## src/rtl/inst_loader_if.sv

```systemverilog
// Byte-stream load port and instruction-memory write port of the program loader.
interface inst_loader_if #(
  parameter int ADDR_WIDTH = 8
);
  logic                  start;
  logic [ADDR_WIDTH:0]   word_count;
  logic [7:0]            byte_in;
  logic                  byte_valid;
  logic                  byte_ready;
  logic                  wr_en;
  logic [31:0]           wr_addr;
  logic [31:0]           wr_data;
  logic                  busy;
  logic                  done;
  logic                  error;
  logic [7:0]            checksum;

  modport master (
    output start, word_count, byte_in, byte_valid,
    input  byte_ready, wr_en, wr_addr, wr_data, busy, done, error, checksum
  );

  modport slave (
    input  start, word_count, byte_in, byte_valid,
    output byte_ready, wr_en, wr_addr, wr_data, busy, done, error, checksum
  );
endinterface

```

## src/rtl/inst_loader.sv

```systemverilog
// Packs an incoming byte stream into 32-bit words (first byte in the low lane)
// and writes them to consecutive instruction-memory word addresses.
module inst_loader #(
  parameter int ADDR_WIDTH = 8
) (
  input  logic          clock_i,
  input  logic          reset_i,
  inst_loader_if.slave  bus
);

  localparam logic [1:0] S_IDLE    = 2'd0;
  localparam logic [1:0] S_COLLECT = 2'd1;
  localparam logic [1:0] S_WRITE   = 2'd2;
  localparam logic [1:0] S_DONE    = 2'd3;

  localparam logic [ADDR_WIDTH:0] MAX_WORDS = {1'b1, {ADDR_WIDTH{1'b0}}};

  logic [1:0]            state_q,   state_d;
  logic [ADDR_WIDTH:0]   wcount_q,  wcount_d;
  logic [ADDR_WIDTH:0]   idx_q,     idx_d;
  logic [1:0]            bcnt_q,    bcnt_d;
  logic [23:0]           asm_q,     asm_d;
  logic [ADDR_WIDTH-1:0] wr_addr_q, wr_addr_d;
  logic [31:0]           wr_data_q, wr_data_d;
  logic [7:0]            csum_q,    csum_d;
  logic                  error_q,   error_d;

  logic                  accept;
  logic                  count_ok;
  logic [ADDR_WIDTH:0]   idx_inc;

  assign accept   = (state_q == S_COLLECT) && bus.byte_valid;
  assign count_ok = (bus.word_count != '0) && (bus.word_count <= MAX_WORDS);
  assign idx_inc  = idx_q + 1'b1;

  always_comb begin
    state_d   = state_q;
    wcount_d  = wcount_q;
    idx_d     = idx_q;
    bcnt_d    = bcnt_q;
    asm_d     = asm_q;
    wr_addr_d = wr_addr_q;
    wr_data_d = wr_data_q;
    csum_d    = csum_q;
    error_d   = 1'b0;

    case (state_q)
      S_IDLE: begin
        if (bus.start) begin
          if (count_ok) begin
            state_d  = S_COLLECT;
            wcount_d = bus.word_count;
            idx_d    = '0;
            bcnt_d   = '0;
            csum_d   = '0;
          end else begin
            error_d  = 1'b1;
          end
        end
      end

      S_COLLECT: begin
        if (accept) begin
          csum_d = csum_q + bus.byte_in;
          bcnt_d = bcnt_q + 1'b1;
          case (bcnt_q)
            2'd0: asm_d[7:0]   = bus.byte_in;
            2'd1: asm_d[15:8]  = bus.byte_in;
            2'd2: asm_d[23:16] = bus.byte_in;
            default: begin
              // Write-port registers only change here so they hold between writes.
              wr_data_d = {bus.byte_in, asm_q};
              wr_addr_d = idx_q[ADDR_WIDTH-1:0];
              state_d   = S_WRITE;
            end
          endcase
        end
      end

      S_WRITE: begin
        idx_d   = idx_inc;
        state_d = (idx_inc == wcount_q) ? S_DONE : S_COLLECT;
      end

      default: state_d = S_IDLE;
    endcase
  end

  always_ff @(posedge clock_i) begin
    if (reset_i) begin
      state_q   <= S_IDLE;
      wcount_q  <= '0;
      idx_q     <= '0;
      bcnt_q    <= '0;
      asm_q     <= '0;
      wr_addr_q <= '0;
      wr_data_q <= '0;
      csum_q    <= '0;
      error_q   <= 1'b0;
    end else begin
      state_q   <= state_d;
      wcount_q  <= wcount_d;
      idx_q     <= idx_d;
      bcnt_q    <= bcnt_d;
      asm_q     <= asm_d;
      wr_addr_q <= wr_addr_d;
      wr_data_q <= wr_data_d;
      csum_q    <= csum_d;
      error_q   <= error_d;
    end
  end

  assign bus.byte_ready = (state_q == S_COLLECT);
  assign bus.wr_en      = (state_q == S_WRITE);
  assign bus.busy       = (state_q != S_IDLE);
  assign bus.done       = (state_q == S_DONE);
  assign bus.error      = error_q;
  assign bus.checksum   = csum_q;
  assign bus.wr_addr    = {{(30-ADDR_WIDTH){1'b0}}, wr_addr_q, 2'b00};
  assign bus.wr_data    = wr_data_q;

endmodule
```

## src/flat_wrapper.sv

```systemverilog
// flat-port wrapper written by rule: the top's interface ports become plain ports
module inst_loader_flat 
#(
  parameter int ADDR_WIDTH = 8
)
  (clock_i, reset_i, bus_start, bus_word_count, bus_byte_in, bus_byte_valid, bus_byte_ready, bus_wr_en, bus_wr_addr, bus_wr_data, bus_busy, bus_done, bus_error, bus_checksum);
  inst_loader_if #(.ADDR_WIDTH(ADDR_WIDTH)) bus_i ();
  input  logic clock_i;
  input  logic reset_i;
  input wire logic [$bits(bus_i.start)-1:0] bus_start;
  input wire logic [$bits(bus_i.word_count)-1:0] bus_word_count;
  input wire logic [$bits(bus_i.byte_in)-1:0] bus_byte_in;
  input wire logic [$bits(bus_i.byte_valid)-1:0] bus_byte_valid;
  output wire logic [$bits(bus_i.byte_ready)-1:0] bus_byte_ready;
  output wire logic [$bits(bus_i.wr_en)-1:0] bus_wr_en;
  output wire logic [$bits(bus_i.wr_addr)-1:0] bus_wr_addr;
  output wire logic [$bits(bus_i.wr_data)-1:0] bus_wr_data;
  output wire logic [$bits(bus_i.busy)-1:0] bus_busy;
  output wire logic [$bits(bus_i.done)-1:0] bus_done;
  output wire logic [$bits(bus_i.error)-1:0] bus_error;
  output wire logic [$bits(bus_i.checksum)-1:0] bus_checksum;
  assign bus_i.start = bus_start;
  assign bus_i.word_count = bus_word_count;
  assign bus_i.byte_in = bus_byte_in;
  assign bus_i.byte_valid = bus_byte_valid;
  assign bus_byte_ready = bus_i.byte_ready;
  assign bus_wr_en = bus_i.wr_en;
  assign bus_wr_addr = bus_i.wr_addr;
  assign bus_wr_data = bus_i.wr_data;
  assign bus_busy = bus_i.busy;
  assign bus_done = bus_i.done;
  assign bus_error = bus_i.error;
  assign bus_checksum = bus_i.checksum;
  inst_loader #(.ADDR_WIDTH(ADDR_WIDTH)) u_core (.clock_i(clock_i), .reset_i(reset_i), .bus(bus_i));
endmodule
```

## config.mk

```make
export PLATFORM = sky130hd
export DESIGN_NAME = inst_loader_flat
export DESIGN_NICKNAME = d
export VERILOG_FILES = /design/src/rtl/inst_loader_if.sv /design/src/rtl/inst_loader.sv /design/src/flat_wrapper.sv
export SDC_FILE = /design/constraint.sdc
export NUM_CORES = 1
export LEC_CHECK = 0
export ABC_AREA = 1
export CAP_MARGIN = 30
export CORE_UTILIZATION = 35
export CTS_CLUSTER_SIZE = 16
export DETAILED_ROUTE_END_ITERATION = 10
export SLEW_MARGIN = 5
export SYNTH_ARGS = -nofsm -noshare
export SYNTH_HDL_FRONTEND = slang
export SYNTH_SLANG_ARGS = --single-unit
```

## constraint.sdc

```tcl
create_clock -name clock_i -period 1.7 [get_ports clock_i]
set_clock_uncertainty 0.1 [all_clocks]
set_input_delay 0.34 -clock clock_i [delete_from_list [all_inputs] [get_ports clock_i]]
set_output_delay 0.34 -clock clock_i [all_outputs]
set_load 0.005 [all_outputs]
```

Yosys cells after proc, flatten, opt, wreduce, memory -nomap -nowiden
Cells that the tools add are included.
{"block": "totals", "latchBits": 0, "mem_bits_ro": 0, "wordCells": 64, "out_inout_bits": 77, "ramBits": 0, "in_bits": 21, "n_memories": 0, "ff_bits": 95}
{"block": "op_classes", "n_div": 0, "multipliers": 0, "bitwise": 3, "n_reduce_logical": 18, "n_shift": 0, "magnitude_cmp": 1, "mux": 18, "eq_ne": 10, "n_addsub": 3}
{"cell": "2-to-1 mux 8 bit", "count": 3}
{"cell": "2-to-1 mux 9 bit", "count": 2}
{"cell": "one-hot mux 9 bit (2 select lines)", "count": 1}
{"cell": "AND reduction 3 bit", "count": 6}
{"cell": "2-to-1 mux 2 bit", "count": 8}
{"cell": "one-hot mux 8 bit (2 select lines)", "count": 1}
{"cell": "adder 9 x 1 -> 9 bit (second input constant)", "count": 1}
{"cell": "== test 9 bit", "count": 1}
{"cell": "less-or-equal comparator 9 bit (second input constant)", "count": 1}
{"cell": "nonzero test 9 bit", "count": 1}
{"cell": "adder 8 bit", "count": 1}
{"cell": "AND reduction 4 bit", "count": 2}
{"cell": "== test 2 bit (second input constant)", "count": 3}
{"cell": "one-hot mux 2 bit (3 select lines)", "count": 1}
{"cell": "nonzero test 2 bit", "count": 3}
{"cell": "OR reduction 3 bit", "count": 2}
{"cell": "== test 2 x 1 -> 1 bit (second input constant)", "count": 2}
{"cell": "zero test 2 bit", "count": 2}
{"cell": "!= test 2 x 1 -> 1 bit (second input constant)", "count": 2}
{"cell": "!= test 2 bit (second input constant)", "count": 2}
{"cell": "one-hot mux 2 bit (2 select lines)", "count": 1}
{"cell": "inverter 1 bit", "count": 3}
{"cell": "adder 2 x 1 -> 2 bit (second input constant)", "count": 1}
{"cell": "logical AND 1 bit", "count": 2}
{"cell": "2-to-1 mux 1 bit", "count": 1}

Longest topological paths before layout
{"block": "logic_depth", "word_depth": 5, "ltp_mapped": 11, "depth_no_buf": 11}

Worst setup path before layout
No wires, ideal clock.
{"block": "synth_timing", "path_type": "register -> register", "startpoint": "register u_core.csum_q[0], in the netlist u_core.bus.checksum[0]", "endpoint": "register u_core.csum_q[4], in the netlist u_core.bus.checksum[4]", "setup_time_ps": 86, "setup_slack_ps": -80, "arrival_ps": 1595, "synth_period_minus_slack_ps": 1780, "stages_incl_launch_ff": 10, "n_path_buf": 0, "required_time_ps": 1514, "cell_sequence": "dfxtp_1 > ha_1 > fa_1 > nand2_1 > inv_1 > o21ai_0 > nand2_1 > a21oi_1 > o21ai_0 > a211oi_1"}
{"block": "synth_between", "elab_chain_len": 3}
{"element": "start, declared", "line": "inst_loader.sv:25", "text": "logic [7:0] csum_q, csum_d;"}
{"element": "start signal, assigned", "line": "inst_loader.sv:108", "text": "csum_q <= csum_d;"}
{"element": "adder 8 bit", "line": "inst_loader.sv:64", "text": "csum_d = csum_q + bus.byte_in;"}
{"element": "2-to-1 mux 8 bit", "line": "inst_loader.sv:63", "text": "if (accept) begin"}
{"element": "one-hot mux 8 bit (2 select lines)", "line": "inst_loader.sv:47", "text": "case (state_q)"}
Every way passes these cells. The select of a mux whose other input is x is not followed.
A chain may end at the register's enable or synchronous reset.

Worst setup path after layout
Ends and elaborated chain as after synthesis.

==> impl_metrics.yaml <==
placement:
  dp_hpwl_mm: 8.28
  port_buffers: 73
  place_ws_ns: -0.606
  gp_congestion: 0.904
sta:
  finalCriticalPeriod_ns: 1.71
  worst_slack_ns: -0.00827
  slew_viol_final: 0
  finalSetupViolCount: 1
  fin_setup_tns_ns: -0.00827
  finalCritPeriodShare_pct: 100
  rsz0062_at_grt: "yes"
  fmax_mhz: 585
  final-hold-violation-count: 0
job:
  cap_viol_max_count: 0
yosys:
  yosysUniqueCellTypes: 33
  yosys_warnings: 0
  ys_ff_latch: 95
  synth_seq_area_share_pct: 43.0
  ys.flop_type: "dfxtp_1"
  synth.avg_cell_area_um2: 7.35
  synth_compound_area_share_pct: 14.1
  synth_top_area_share_pct: 43.0
  synth_most_common_cell: "nand2_1"
  async_flop_share_pct: 0
  synth_cells: 601
  netlist_area_um2: 4420
  synth_top_family_by_area: "simple AND/OR/NAND/NOR gates"
  synth_mux_area_share_pct: 0
  synthTopCellsByCount: "nand2_1, a21oi_1, dfxtp_1"
  synth_edf_count: 0
  synth-simple-area-share_pct: 27.7
  synth_adder_area_share_pct: 3.85
  synth_xor_area_share_pct: 0.198
  yosysTopAreaCell: "dfxtp_1"
  synthTopCellsByArea: "dfxtp_1, nand2_1, a21oi_1"
global_routing:
  grt_pass1_vias: 3932
  antenna_found_initial: 0
  grt_pass1_wl_mm: 19.1
  grt_overflow: 0
  grt_max_degree: 48
  grtUsageTotal_pct: 18.5
clock_tree:
  numCtsBuffers: 9
  cts.path.max_buffers: 2
  cts.clk_slew.worst_paths_ns: 0.08
  clock-sinks: 95
  cts_tree: "done"
  htree_levels: 3
  cts-root-buf: "clkbuf_16"
  clk_latency_ns: 0.35
die:
  fp-row-count: 40
  dieHeight_um: 114
  pin_count: 98
  dieWidth_um: 114
  core-area_um2: 12200
  start_util_pct: 36.3
  die-area_um2: 13100
detailed_routing:
  viasPerCell: 4.74
  wirelength_mm: 11.8
  ant_nets: 0
  num_vias: 4245
  drc: 0
  drt-initial-drc-count: 355
  drt-pass1-iter-count: 4
  wl_per_cell_um: 13.1
power_and_ir_drop:
  p_per_area_nw_per_um2: 819
  leakage_nw: 2.48
  ir_worst_vdd_v: 0.000471
  power_mw: 5.14
cells_and_area:
  fill_cells: 1198
  fin_nets: 756
  drive_gt1_share_pct: 20.6
  area_growth_pct: 42.2
  diodes: 0
outcome:
  violations: "setup timing"
  status: "complete, but fails checks"
setup_path:
  cp-start-kind: "register"
  slowest_stage: "fa_2"
  endpoint_kind: "register"
  crit_chain: "ha_4 > fa_2 > nand2_2 > inv_2 > o21ai_2 > nand2_1 > a21oi_1 > o21ai_1 > a211oi_1"
  critPathKind: "register to register"
  cp.required_ns: 1.87
  cp_num_buf_inv: 1
  critical_path.top_delay_family: "adder cells"
  max_stage_delay_ns: 0.35
  cp.arrival_ns: 1.88
  critPathMaxFanout: 2
worst_hold_path:
  hp-class: "register to register"
-- where the power goes --
part	switching, mW	leakage [nW]	internal (mW)	total [mW]
clock network	0.967	0.140	1.02	1.99
logic	0.436	1.56	0.394	0.830
registers	0.0420	0.775	2.28	2.32
total	1.44	2.48	3.70	5.14
-- per-layer routing --
| metal | up-vias | global-route usage, % | wire length, µm |
|---|---|---|---|
| li1 | 2198 | - | - |
| met3 | 14 | 4.02 | 454 |
| met4 | 0 | 6.58 | 203 |
| met5 | - | 0 | 0 |
| met2 | 91 | 29.2 | 5500 |
| met1 | 1942 | 25.0 | 5600 |
-- cell usage in the layout, fill, tap and decap left out, types with 2 or more instances in the layout --
| cell type | count |
|---|---|
| a211oi_1 | 2 |
| a21oi_1 | 93 |
| a21oi_2 | 4 |
| buf_12 | 7 |
| buf_4 | 54 |
| buf_6 | 5 |
| clkbuf_16 | 12 |
| clkdlybuf4s50_1 | 57 |
| clkinv_1 | 2 |
| clkinv_2 | 2 |
| conb_1 | 24 |
| dfxtp_1 | 82 |
| dfxtp_2 | 9 |
| dfxtp_4 | 4 |
| dlygate4sd2_1 | 9 |
| dlymetal6s2s_1 | 4 |
| ha_1 | 8 |
| ha_4 | 4 |
| inv_1 | 30 |
| inv_2 | 4 |
| inv_4 | 2 |
| inv_6 | 4 |
| nand2_1 | 132 |
| nand2_2 | 9 |
| nand2_4 | 4 |
| nand3_1 | 90 |
| nand3_2 | 3 |
| nand4_1 | 6 |
| nor2_1 | 16 |
| nor2_2 | 4 |
| nor2_4 | 4 |
| o21ai_0 | 5 |
| o21ai_1 | 9 |
| o21bai_2 | 3 |
-- what timing repair did --
item                                    CTS  global route
endpoints found under the setup margin   18            76
setup buffers                             5             8
pin swaps                                 0            26
resized for setup                        30            65
hold buffers                              0             0
gates cloned                              0             3
-- metrics by stage --
stage	std cells	utilization, %	area, µm²	hold WS (ns)
after floorplan	624	-	4510	0.342
after global placement	864	46.1	5610	0.349
after detailed placement	864	46.1	5610	0.352
after CTS	885	49.1	5970	0.353
after global routing	895	51.6	6280	0.361
final	895	51.6	6280	0.358
-- layout make-up --
cell class / count / area, µm² / share of cell area [%]
clock inverters: 7 / 63.8 / 1.02
clock buffers: 9 / 225 / 3.59
inverters: 40 / 164 / 2.61
flip-flops and latches: 95 / 1930 / 30.7
well taps: 168 / 210 / 3.35
multi-input cells: 434 / 2290 / 36.5
repair buffers: 142 / 1400 / 22.2
-- path summary, 6_finish.rpt --
kind | startpoint | to | slack (ns) | cells past startpoint
setup / recovery | u_core.bus.checksum[0]$_SDFFE_PP0P_ | u_core.bus.checksum[4]$_SDFFE_PP0P_ | -0.008 | 9
setup reg to reg | u_core.bus.checksum[0]$_SDFFE_PP0P_ | u_core.bus.checksum[4]$_SDFFE_PP0P_ | -0.008 | 9
hold reg to reg | u_core.bus.wr_data[6]$_SDFFE_PP0P_ | u_core.bus.wr_data[6]$_SDFFE_PP0P_ | 0.36 | 2
hold / removal | u_core.bus.wr_data[6]$_SDFFE_PP0P_ | u_core.bus.wr_data[6]$_SDFFE_PP0P_ | 0.36 | 2
-- flip-flops by register name, indices dropped and copies added, names as in the netlist --
signal	cells
u_core.bus.wr_data	32
u_core.bcnt_q	2
u_core.state_q	2
u_core.wr_addr_q	8
u_core.asm_q	24
u_core.wcount_q	9
u_core.bus.checksum	8
u_core.idx_q	9
u_core.bus.error	1
-- cell families (layout without fill, tap and decap cells) --
family,count (synthesis),after routing
AND/OR/NAND/NOR,276,276
XOR/XNOR,1,1
other,1,24
buffers and inverters,95,198
adder cells (fa/ha/maj),13,13
AO/OA/AOI/OAI,120,120
flip-flops,95,95
-- worst reg2reg max path, stage by stage, from the launching register on --
cell,delay [ns]
dfxtp_2,0.34
ha_4,0.16
fa_2,0.35
nand2_2,0.08
inv_2,0.04
o21ai_2,0.10
nand2_1,0.08
a21oi_1,0.11
o21ai_1,0.07
a211oi_1,0.18
Power figures use the tool's default switching activity.
